File: src/rtl/sync_pkg.sv
// Shared types for the frame-level sequencer of the game-of-life pipeline.
// The optional frame counter in synchronizer is guarded by SYNC_FRAME_CNT_EN.
package sync_pkg;

  typedef enum logic [2:0] {
    S_IDLE  = 3'd0,
    S_START = 3'd1,
    S_WAIT  = 3'd2,
    S_READY = 3'd3,
    S_SWAP  = 3'd4
  } sync_state_t;

  localparam int unsigned SYNC_FRAME_CNT_W_DEF = 16;

endpackage

File: src/rtl/sync_done_latch.sv
// Sticky done flag: set_in latches high, clr_in (priority) or rst_in clears it.
// Lets the sequencer accept done as either a pulse or a level.
module sync_done_latch (
  input  logic clk_in,
  input  logic rst_in,
  input  logic set_in,
  input  logic clr_in,
  output logic q_out
);

  logic r_q;

  always_ff @(posedge clk_in) begin
    if (rst_in || clr_in) begin
      r_q <= 1'b0;
    end else if (set_in) begin
      r_q <= 1'b1;
    end
  end

  assign q_out = r_q;

endmodule

File: src/rtl/synchronizer.sv
// Frame sequencer: start logic+render together, wait for both done and buffer ready, swap, repeat.
// Optional completed-swap counter on frame_cnt_out when SYNC_FRAME_CNT_EN is defined.
//
//  state   | meaning
//  S_IDLE  | held in reset / first cycle after release
//  S_START | one-cycle start pulse to logic engine and renderer, done flags cleared
//  S_WAIT  | collecting logic/render done (either order, or together)
//  S_READY | both done, waiting for buf_ready_in
//  S_SWAP  | one-cycle buffer swap pulse, then next frame starts
module synchronizer
  import sync_pkg::*;
#(
  parameter int unsigned FRAME_CNT_W = SYNC_FRAME_CNT_W_DEF
) (
  input  logic                   clk_in,
  input  logic                   rst_in,
  input  logic                   logic_done_in,
  input  logic                   render_done_in,
  input  logic                   buf_ready_in,
  output logic                   logic_start_out,
  output logic                   render_start_out,
`ifdef SYNC_FRAME_CNT_EN
  output logic                   buf_swap_out,
  output logic [FRAME_CNT_W-1:0] frame_cnt_out
`else
  output logic                   buf_swap_out
`endif
);

  sync_state_t r_state;
  sync_state_t w_state_nxt;

  logic w_ldone;
  logic w_rdone;
  logic w_in_wait;
  logic w_clr_flags;
  logic w_both_done;
  logic w_start;
  logic w_swap;

  assign w_in_wait   = (r_state == S_WAIT);
  assign w_clr_flags = (r_state == S_START);

  // Done inputs are only captured while waiting, so anything seen during START is dropped.
  sync_done_latch u_logic_done (
    .clk_in (clk_in),
    .rst_in (rst_in),
    .set_in (w_in_wait & logic_done_in),
    .clr_in (w_clr_flags),
    .q_out  (w_ldone)
  );

  sync_done_latch u_render_done (
    .clk_in (clk_in),
    .rst_in (rst_in),
    .set_in (w_in_wait & render_done_in),
    .clr_in (w_clr_flags),
    .q_out  (w_rdone)
  );

  assign w_both_done = (w_ldone | logic_done_in) & (w_rdone | render_done_in);

  always_ff @(posedge clk_in) begin
    if (rst_in) begin
      r_state <= S_IDLE;
    end else begin
      r_state <= w_state_nxt;
    end
  end

  always_comb begin
    w_state_nxt = r_state;
    case (r_state)
      S_IDLE:  w_state_nxt = S_START;
      S_START: w_state_nxt = S_WAIT;
      S_WAIT:  if (w_both_done) w_state_nxt = S_READY;
      S_READY: if (buf_ready_in) w_state_nxt = S_SWAP;
      S_SWAP:  w_state_nxt = S_START;
      default: w_state_nxt = S_IDLE;
    endcase
  end

  always_comb begin
    w_start = 1'b0;
    w_swap  = 1'b0;
    case (r_state)
      S_START: w_start = 1'b1;
      S_SWAP:  w_swap  = 1'b1;
      default: ;
    endcase
  end

  assign logic_start_out  = w_start;
  assign render_start_out = w_start;
  assign buf_swap_out     = w_swap;

`ifdef SYNC_FRAME_CNT_EN
  logic [FRAME_CNT_W-1:0] r_frame_cnt;

  // Free-running wrap modulo 2**FRAME_CNT_W.
  always_ff @(posedge clk_in) begin
    if (rst_in) begin
      r_frame_cnt <= '0;
    end else if (w_swap) begin
      r_frame_cnt <= r_frame_cnt + 1'b1;
    end
  end

  assign frame_cnt_out = r_frame_cnt;
`endif

  a_width_ok : assert property (@(posedge clk_in) FRAME_CNT_W > 0);
  a_excl     : assert property (@(posedge clk_in) disable iff (rst_in) !(w_start && w_swap));

endmodule

File: config.mk
export PLATFORM = sky130hd
export DESIGN_NAME = synchronizer
export DESIGN_NICKNAME = d
export VERILOG_FILES = /design/src/rtl/sync_pkg.sv /design/src/rtl/sync_done_latch.sv /design/src/rtl/synchronizer.sv
export SDC_FILE = /design/constraint.sdc
export NUM_CORES = 1
export LEC_CHECK = 0
export ABC_AREA = 1
export CAP_MARGIN = 20
export CELL_PAD_IN_SITES_DETAIL_PLACEMENT = 1
export CELL_PAD_IN_SITES_GLOBAL_PLACEMENT = 1
export CORE_AREA = 2 2 39 41
export CTS_CLUSTER_DIAMETER = 80
export DETAILED_ROUTE_END_ITERATION = 6
export DIE_AREA = 0 0 41 43
export PLACE_DENSITY_LB_ADDON = 0.25
export SYNTH_ARGS = -nofsm -noshare
export SYNTH_HDL_FRONTEND = slang
export SYNTH_SLANG_ARGS = --single-unit
File: constraint.sdc
create_clock -name clk_in -period 1.05 [get_ports clk_in]
set_clock_uncertainty 0.1 [all_clocks]
set_input_delay 0.2625 -clock clk_in [delete_from_list [all_inputs] [get_ports clk_in]]
set_output_delay 0.2625 -clock clk_in [all_outputs]
set_load 0.02 [all_outputs]
==> summary.md <==
| Metric | Value |
|---|---|
| Share of layout cells above drive strength 1 | `42.3%` |
| Fin crit period | `1.30 ns` |
| First-pass detailed-route iteration total | `2` |
| Synth warn | `0` |
| # IOs | `8` |
| Total Routing Usage GR | `9.37%` |
| Final Cell Area | `434 µm²` |
| CP arrival | `0.93 ns` |
| Post-DP Area | `363 µm²` |
| WS Path Type | `flip-flop to primary output` |
| Crit path from | `r_state[2]` |
| Pwr/cell area | `1500 mW/mm²` |
| Final critical-path share of the clock period | `123%` |
| GR Overflow Total | `0` |
| Final hold slack | `0.355 ns` |
| Inserted Clock Buffers | `3` |
| Final Worst Setup Slack | `-0.246 ns` |
| Synthesized Nets | `41` |
| Die Span Y | `43 µm` |
| Syn_area_per_cell | `6.74 µm²` |
| First-pass GRT wire length | `1.03 mm` |
| Routed Antenna Nets | `0` |
| Die ar. | `0.00176 mm²` |
| Rows | `14` |
| Layout Nets | `58` |
| R2r startpoint | `r_state[0]` |
| GP Congestion | `0.630` |
| Peak VDD IR | `0.507 mV` |
| Hold Violations, Final | `0` |
| ANT cells | `0` |
| Worst Hold Class | `flip-flop to flip-flop` |
| Distinct cells, synth | `12` |
| Post-Syn Area | `243 µm²` |
| Residual DRC | `0` |
| CP Launch Type | `flip-flop` |
| # clock sinks | `5` |
| Dpl hpwl | `487 µm` |
| Routed wire length per instance | `9.90 µm` |
| #FFs+latches synth | `5` |
| CP Capture Type | `primary output` |
| Via-per-instance ratio | `4.07` |
| Starting density of the core | `17.5%` |
| Worst-Margin Slew | `0.223 ns` |
| Worst-skew pair later-pin latency | `0.24 ns` |
| CTS tree | `built` |
| Pin count of the biggest net entering global routing | `5` |
| Vias in the first global route | `260` |
| Max_slew headroom | `84.9%` |
| Worst path required time | `0.69 ns` |
| CORE AREA | `0.00138 mm²` |
| Initial antenna violation count | `0` |
| Fin. max-slew vios | `0` |
| Chip Width | `41 µm` |
| Fmax achieved | `772 MHz` |
| WL final | `673 µm` |
| Number of max-cap violations | `0` |
| # setup viols final | `6` |
| Clk pin slew, worst setup/hold paths | `0.04 ns` |
| Leak | `0.206 nW` |
| Clk buf depth | `2` |
| H-tree levels | `1` |
| Area growth syn-to-layout | `78.9%` |
| Most frequent cells in the layout | `inv_1, nand2_1, buf_4` |
| Via count | `277` |
| Buffers on Ports | `7` |
| Hold_sp | `u_render_done.q_out` |
| Unrepaired setup endpoints after global routing | `true` |
| Mapped Cells | `36` |
| First DRT Iteration DRCs | `2` |
| Sequential-to-total area share from yosys stat | `41.2%` |
| Outcome | `complete, but fails checks` |
| Violated checks | `negative setup slack` |
| Clock root cell | `clkbuf_4` |
| Crit path max fanout | `3` |
state kept, by name, summed over array words and instances, names as in the netlist:
register / flops
r_state: 3
u_logic_done.q_out: 1
u_render_done.q_out: 1
layout make-up:
cell class                      count  area [µm²]
Sequential cell                     5         106
Timing Repair Buffer               13         123
Multi-Input combinational cell     21         125
Fill cell                         175         950
Clock buffer                        4        26.3
Tap cell                           16        20.0
Inverter                            9        33.8
final timing paths:
check | slack (ns) | cells after the start | endpoint
max reg2reg | -0.05 | 6 | r_state[1]
max | -0.25 | 4 | render_start_out
min | 0.35 | 2 | u_render_done.q_out
min reg2reg | 0.35 | 2 | u_render_done.q_out
worst max-delay path, cell delays in order (launching register included):
cell     delay [ns]
dfxtp_2        0.32
nor2_1         0.10
nand2_1        0.08
inv_2          0.08
buf_6          0.12
per-stage QoR:
| stage | total power [W] | worst slack, ns | TNS [ns] | std cells | util [%] |
|---|---|---|---|---|---|
| finish | 0.000650 | -0.246 | -0.782 | 68 | 31.4 |
| global route | 0.000700 | -0.328 | -1.24 | 68 | 31.4 |
| CTS | 0.000656 | -0.278 | -0.900 | 67 | 30.1 |
| detailed placement | 0.000384 | -0.485 | -2.37 | 62 | 26.2 |
| global placement | 0.000379 | -0.445 | -2.30 | 62 | 26.2 |
| floorplan | 0.000313 | -0.0448 | -0.0448 | 36 | - |
metal layers:
| metal | routed length [µm] | part of all wire, % | vias to the layer above | global-route usage, % |
|---|---|---|---|---|
| li1 | - | - | 140 | - |
| met1 | 260 | 39 | 127 | 9.42 |
| met2 | 361 | 54 | 8 | 14.4 |
| met3 | 39 | 5.8 | 2 | 3.14 |
| met4 | 12 | 1.8 | 0 | 8.00 |
| met5 | 0 | 0 | - | 0 |
cell usage after synthesis:
master	number	share of area (%)
nand4_1	1	2.6
nand3b_1	1	3.1
nor2_2	1	2.6
buf_4	1	3.1
inv_1	9	14
dfxtp_1	5	41
nor3_1	1	2.1
nand2_1	10	15
nor2_1	1	1.5
a21oi_1	4	8.2
nor4b_1	1	3.6
nand2_2	1	2.6
what timing repair did:
item / in CTS / in global routing
pin swaps: 2 / 3
hold buffers: 0 / 0
resized for setup: 23 / 3
hold endpoints to repair: 0 / 0
endpoints found under the setup margin: 7 / 7
buffers inserted: 2 / 1
logic make-up after synthesis:
kind of cell	after synthesis	share of synthesized area, %
DFF	5	41.2
buffers and inverters	10	17.0
and+or+nand+nor	17	33.5
AOI/OAI and AO/OA	4	8.25
power breakdown:
part	switching (W)	internal, W	total, W	leakage [nW]
Sequential	0.0000125	0.000209	0.000221	0.0423
Combinational	0.0000975	0.000105	0.000202	0.149
Clock	0.0000825	0.000144	0.000226	0.0150
Total	0.000192	0.000457	0.000650	0.206
(Power assumes the default switching activity.)
